### config.mk
export PLATFORM = sky130hd
export DESIGN_NAME = coef_ram_sched
export DESIGN_NICKNAME = d
export VERILOG_FILES = /design/src/rtl/coef_ram_sched.sv
export SDC_FILE = /design/constraint.sdc
export NUM_CORES = 1
export LEC_CHECK = 0
export ABC_AREA = 1
export CORE_UTILIZATION = 44
export CTS_CLUSTER_DIAMETER = 50
export DETAILED_ROUTE_END_ITERATION = 10
export HOLD_SLACK_MARGIN = 0.06
export PLACE_DENSITY = 0.94
export SLEW_MARGIN = 30
export SYNTH_ARGS = -nofsm -noshare
export SYNTH_HDL_FRONTEND = slang
export SYNTH_SLANG_ARGS = --single-unit
### constraint.sdc
create_clock -name iClk12M -period 4.35 [get_ports iClk12M]
set_clock_uncertainty 0.05 [all_clocks]
set_input_delay 0.87 -clock iClk12M [delete_from_list [all_inputs] [get_ports iClk12M]]
set_output_delay 0.87 -clock iClk12M [all_outputs]
set_load 0.05 [all_outputs]
### src/rtl/coef_ram_sched.sv
`default_nettype none
// ============================================================================
//  Module   : coef_ram_sched
//  Purpose  : Arbitrates a single-port coefficient RAM between host writes
//             and atomic FIR coefficient sweeps.
//
//             A sweep reads addresses 0..TAP_NUM-1 back to back. Each
//             coefficient is presented on the FIR side one cycle after its
//             read, which matches the RAM's registered read data. Host writes
//             take one cycle. Out-of-range host addresses are acknowledged
//             with an error and never reach the RAM.
//
//             A start that arrives while the block is busy is held in a
//             one-deep pending flag. A start that arrives while the flag is
//             already set is dropped and counted as an overrun.
//
//  Ports    : iClk12M, iRst           clock / sync active-high reset
//             iHostReq/Addr/WtDt      host write request (held until ack)
//             oHostAck, oHostErr      grant pulse, out-of-range qualifier
//             iFirStart               sweep request pulse
//             oFirCoefValid/Coef/Idx  coefficient stream
//             oFirDone                pulse with the last coefficient
//             oBusy, oOverrunCnt      status
//             oCsnRam, oWrnRam, oAddrRam, oWtDtRam, iRdDtRam   RAM port
//
//  Config   : COEF_OVERRUN_CNT_EN - when defined, oOverrunCnt counts dropped
//             starts and saturates at 255. When undefined, it is tied to 0.
//
//  Revision : 1.0  initial release
// ============================================================================
module coef_ram_sched #(
   parameter int TAP_NUM = 11,
   parameter int AW      = 4,
   parameter int DW      = 16
) (
   input  logic          iClk12M,
   input  logic          iRst,
   input  logic          iHostReq,
   input  logic [AW-1:0] iHostAddr,
   input  logic [DW-1:0] iHostWtDt,
   output logic          oHostAck,
   output logic          oHostErr,
   input  logic          iFirStart,
   output logic          oFirCoefValid,
   output logic [DW-1:0] oFirCoef,
   output logic [AW-1:0] oFirCoefIdx,
   output logic          oFirDone,
   output logic          oBusy,
   output logic [7:0]    oOverrunCnt,
   output logic          oCsnRam,
   output logic          oWrnRam,
   output logic [AW-1:0] oAddrRam,
   output logic [DW-1:0] oWtDtRam,
   input  logic [DW-1:0] iRdDtRam
);

   localparam logic [1:0] c_IDLE  = 2'd0;
   localparam logic [1:0] c_WRITE = 2'd1;
   localparam logic [1:0] c_SWEEP = 2'd2;
   localparam logic [1:0] c_DRAIN = 2'd3;

   localparam logic [AW-1:0] c_LAST_TAP = AW'(TAP_NUM - 1);

   logic [1:0]    r_state;
   logic [1:0]    w_nextState;
   logic [AW-1:0] r_tapCnt;
   logic          r_pend;       // one-deep pending start
   logic          r_hostPri;    // host wins the next IDLE arbitration
   logic          r_hostSeen;   // host was waiting during the current sweep
   logic [AW-1:0] r_addr;
   logic [DW-1:0] r_wtDt;
   logic          r_coefValid;
   logic [AW-1:0] r_coefIdx;

   logic          w_startReq;
   logic          w_goSweep;
   logic          w_goWrite;
   logic          w_setPend;
   logic          w_addrOk;

   assign w_startReq = iFirStart | r_pend;
   assign w_addrOk   = (32'(r_addr) < TAP_NUM);

   // ------------------------------------------------------------------------
   // Next-state and IDLE arbitration.
   // A host that waited through a sweep gets the RAM before the next sweep.
   // Otherwise a start request beats a simultaneous host request.
   // ------------------------------------------------------------------------
   always_comb begin
      w_nextState = r_state;
      w_goSweep   = 1'b0;
      w_goWrite   = 1'b0;
      case (r_state)
         c_IDLE: begin
            if (r_hostPri && iHostReq) begin
               w_goWrite   = 1'b1;
               w_nextState = c_WRITE;
            end else if (w_startReq) begin
               w_goSweep   = 1'b1;
               w_nextState = c_SWEEP;
            end else if (iHostReq) begin
               w_goWrite   = 1'b1;
               w_nextState = c_WRITE;
            end
         end
         c_WRITE: w_nextState = c_IDLE;
         c_SWEEP: begin
            if (r_tapCnt == c_LAST_TAP) begin
               w_nextState = c_DRAIN;
            end
         end
         c_DRAIN: w_nextState = c_IDLE;
         default: w_nextState = c_IDLE;
      endcase
   end

   // A start that does not launch a sweep directly must wait in the flag.
   // This also covers IDLE cycles in which the host has priority.
   assign w_setPend = iFirStart & ~w_goSweep;

   always_ff @(posedge iClk12M) begin
      if (iRst) begin
         r_state     <= c_IDLE;
         r_tapCnt    <= '0;
         r_pend      <= 1'b0;
         r_hostPri   <= 1'b0;
         r_hostSeen  <= 1'b0;
         r_addr      <= '0;
         r_wtDt      <= '0;
         r_coefValid <= 1'b0;
         r_coefIdx   <= '0;
      end else begin
         r_state <= w_nextState;

         // pending start flag
         if (w_goSweep) begin
            r_pend <= 1'b0;
         end else if (w_setPend) begin
            r_pend <= 1'b1;
         end

         // tap counter
         if (w_goSweep) begin
            r_tapCnt <= '0;
         end else if (r_state == c_SWEEP) begin
            r_tapCnt <= r_tapCnt + AW'(1);
         end else if (r_state == c_DRAIN) begin
            r_tapCnt <= '0;
         end

         // host capture
         if (w_goWrite) begin
            r_addr <= iHostAddr;
            r_wtDt <= iHostWtDt;
         end

         // Track whether the host was waiting at any point of the sweep,
         // including the IDLE cycle that launched it.
         if (w_goSweep) begin
            r_hostSeen <= iHostReq;
         end else if ((r_state == c_SWEEP) && iHostReq) begin
            r_hostSeen <= 1'b1;
         end else if (r_state == c_DRAIN) begin
            r_hostSeen <= 1'b0;
         end

         // A flag left over from a host that has since withdrawn must not
         // stall later sweeps.
         if (r_state == c_DRAIN) begin
            r_hostPri <= r_hostSeen | iHostReq;
         end else if ((r_state == c_IDLE) && (w_goWrite || !iHostReq)) begin
            r_hostPri <= 1'b0;
         end

         // Coefficient qualifier trails the read by one cycle. The index
         // register therefore still holds the last tap during DRAIN.
         r_coefValid <= (r_state == c_SWEEP);
         r_coefIdx   <= (r_state == c_SWEEP) ? r_tapCnt : '0;
      end
   end

   // ------------------------------------------------------------------------
   // Overrun counter
   // ------------------------------------------------------------------------
`ifdef COEF_OVERRUN_CNT_EN
   logic [7:0] r_overrunCnt;
   logic       w_drop;

   assign w_drop = w_setPend & r_pend;

   always_ff @(posedge iClk12M) begin
      if (iRst) begin
         r_overrunCnt <= 8'h00;
      end else if (w_drop && (r_overrunCnt != 8'hFF)) begin
         r_overrunCnt <= r_overrunCnt + 8'h01;
      end
   end

   assign oOverrunCnt = r_overrunCnt;
`else
   assign oOverrunCnt = 8'h00;
`endif

   // ------------------------------------------------------------------------
   // RAM port: decoded from the state registers only.
   // The RAM is idle in IDLE and DRAIN, and during an out-of-range write.
   // ------------------------------------------------------------------------
   always_comb begin
      oCsnRam  = 1'b1;
      oWrnRam  = 1'b1;
      oAddrRam = '0;
      oWtDtRam = '0;
      case (r_state)
         c_WRITE: begin
            if (w_addrOk) begin
               oCsnRam  = 1'b0;
               oWrnRam  = 1'b0;
               oAddrRam = r_addr;
               oWtDtRam = r_wtDt;
            end
         end
         c_SWEEP: begin
            oCsnRam  = 1'b0;
            oAddrRam = r_tapCnt;
         end
         default: begin
            oCsnRam  = 1'b1;
         end
      endcase
   end

   assign oHostAck      = (r_state == c_WRITE);
   assign oHostErr      = (r_state == c_WRITE) & ~w_addrOk;
   assign oBusy         = (r_state != c_IDLE);
   assign oFirCoefValid = r_coefValid;
   // The RAM data is already registered. Gate it so the bus rests at zero.
   assign oFirCoef      = r_coefValid ? iRdDtRam : '0;
   assign oFirCoefIdx   = r_coefIdx;
   assign oFirDone      = (r_state == c_DRAIN);

endmodule
`default_nettype wire

==> results.json <==
{
  "synth_commonest_cells": "65 x inv_1, 62 x nand2_1, 50 x nor2_1",
  "layout-drive-gt1-share_pct": 9.39,
  "clock_path_buffers": 2,
  "nNetsFinal": 439,
  "boundaryPins": 95,
  "leakage_nw": 1.36,
  "yosys.area.top_type": "dfxtp_1",
  "cp.arrival_ns": 2.40,
  "diodes": 0,
  "die-width_um": 69.3,
  "clock-sinks": 34,
  "drv_cap": 0,
  "final.fill_count": 392,
  "stdcell_count": 446,
  "rsz0062_at_grt": "false",
  "syn-cell-area_mm2": 0.00200,
  "outcome": "complete, no violations",
  "ctsHoldBuffers": 0,
  "worstMarginPinSlew_ns": 0.704,
  "clk_pin_slew_ns": 0.06,
  "num_rows": 24,
  "cts_tree": "built",
  "ys_warn_count": 0,
  "grt_usage_pct": 20.7,
  "finalHoldViolations": 0,
  "port_buffers": 86,
  "vdd_drop_max_v": 0.000321,
  "yosysTopAreaCellShare_pct": 34.1,
  "numCtsBuffers": 5,
  "powerDensity_mw_per_mm2": 495,
  "clk_latency_ns": 0.29,
  "antenna_found_initial": 0,
  "crit_fanout": 18,
  "antenna_left": 0,
  "syn_to_final_growth_pct": 45.3,
  "setup_viol_count_final": 0,
  "gp_congestion": 0.855,
  "required_ns": 3.43,
  "cts_setup_buffers": 0,
  "num_vias": 2115,
  "synth_edf_count": 0,
  "seq_area_frac_synth_pct": 34.1,
  "synth_ff_type": "dfxtp_1",
  "synth_area_per_cell_um2": 6.34,
  "worst_path_dominant_cell_family": "buffers and inverters",
  "yosys-top-cells-area": "dfxtp_1 34%, inv_1 12%, nand2_1 12%, nor2_1 9.4%, nor2_2 7.2%",
  "worst_hold_slack_ns": 0.414,
  "synth.most_common_cell": "inv_1",
  "synthArstFlopShare_pct": 0,
  "synth_cell_types": 20,
  "fmax_mhz": 302,
  "cpMaxStageDelayCell": "clkdlybuf4s50_1",
  "die-area_mm2": 0.00481,
  "core_area_mm2": 0.00435,
  "slew_headroom_pct": 52.9,
  "dpl.cell_count": 438,
  "grt_max_degree": 26,
  "overflow": 0,
  "wl_per_cell_um": 11.2,
  "ys_ff_latch": 34,
  "viasPerCell": 4.74,
  "firstDrtPassIters": 5,
  "drt-total-wl_um": 4980,
  "grt_pass1_wl_um": 7980,
  "start_util_pct": 45.8,
  "grt_pass1_vias": 1917,
  "path_buf_inv": 2,
  "cts_root_buf": "clkbuf_8",
  "period_needed_ns": 3.32,
  "drt_iter0_drc": 74,
  "dpl.hpwl_um": 3760,
  "worstHoldPathType": "flop to flop",
  "drc": 0,
  "cts_resized": 0,
  "cp-end-kind": "primary output",
  "critPathKind": "flop to primary output",
  "path_cells": "inv_1, ha_1, nand2_2, nor2_1, clkdlybuf4s50_1",
  "start_kind": "flop",
  "fin_crit_sh_pct": 76.2,
  "netlist_instances": 315,
  "drv_slew": 0,
  "dieHeight_um": 69.3,
  "crit_path_max_incr_delay_ns": 0.82,
  "ctsHtreeMaxLevel": 2,
  "fin_setup_tns_ns": 0
}
==> cell type report <==
| class | instances | area, um2 | area share, % |
|---|---|---|---|
| Multi-Input combinational cell | 200 | 950 | 32.8 |
| Tap cell | 52 | 65.1 | 2.24 |
| Clock buffer | 7 | 86.3 | 2.98 |
| Inverter | 65 | 244 | 8.42 |
| Sequential cell | 34 | 681 | 23.5 |
| Clock inverter | 1 | 5.00 | 0.173 |
| Timing Repair Buffer | 87 | 868 | 30.0 |
==> final timing paths <==
check                     end  startpoint  slack, ns  depth (start not counted)
setup / recovery  oWtDtRam[1]  r_state[1]       1.03                          5
hold / removal      r_wtDt[4]   r_wtDt[4]       0.41                          2
setup reg to reg   r_wtDt[12]  r_state[0]       2.64                          7
hold reg to reg     r_wtDt[4]   r_wtDt[4]       0.41                          2
==> worst register-to-register path: stages, from the launching register on <==
cell	delay, ns
dfxtp_1	0.33
inv_1	0.12
ha_1	0.16
buf_4	0.28
nand2_4	0.11
nor2_4	0.39
nor2_1	0.11
nor2_2	0.10
==> sequential cells by signal, summed over array words and instances, names as in the netlist <==
name           flops
r_state            2
r_hostSeen         1
r_pend             1
r_addr             4
oFirCoefValid      1
r_wtDt            16
oFirCoefIdx        4
r_tapCnt           4
r_hostPri          1
==> layout by cell type, fill, tap and decap left out <==
master and instances:
clkinv_2 1, clkdlybuf4s50_1 86, dfxtp_1 34, nor2_2 23, nand3_1 28, conb_1 8
clkbuf_1 1, nand2_1 62, o21ai_0 3, nand2_2 4, clkbuf_8 6, inv_1 65
nor2_1 50, nand4_1 1, a21oi_1 11, nand2_4 1, ha_1 6, buf_4 1
o21a_1 1, xor2_1 1, nor2_4 1
==> power breakdown <==
group / switching, mW / internal, mW
Sequential: 0.0449 / 0.369
Clock: 0.111 / 0.127
Combinational: 0.542 / 0.241
Total: 0.699 / 0.737
==> per-layer routing <==
layer  up-vias  GRT usage (%)  wire, um
li1       1056              -         -
met1       944           20.7      1820
met2       102           38.4      2560
met3        13           5.52       465
met4         0           11.1       131
met5         -              0         0
==> metrics by stage <==
stage	cell area [um2]	total power [mW]	worst slack (ns)	util, %
floorplan	2020	0.998	1.26	-
global placement	2810	1.17	1.16	64.5
detailed placement	2810	1.20	1.15	64.5
CTS	2900	1.44	1.04	66.6
global route	2900	1.53	0.903	66.6
finish	2900	1.44	1.03	66.6
==> logic make-up (layout without fill, tap and decap cells) <==
kind of cell / Yosys count / count (layout) / share of synthesized area, %
flip-flops: 34 / 34 / 34.1
buffers and inverters: 88 / 160 / 19.6
XOR/XNOR: 1 / 1 / 0.439
adder cells (fa/ha/maj): 6 / 6 / 3.76
other: 1 / 8 / 0.188
AO/OA/AOI/OAI: 15 / 15 / 3.89
AND/OR/NAND/NOR: 170 / 170 / 38.0
(Power assumes the default switching activity.)
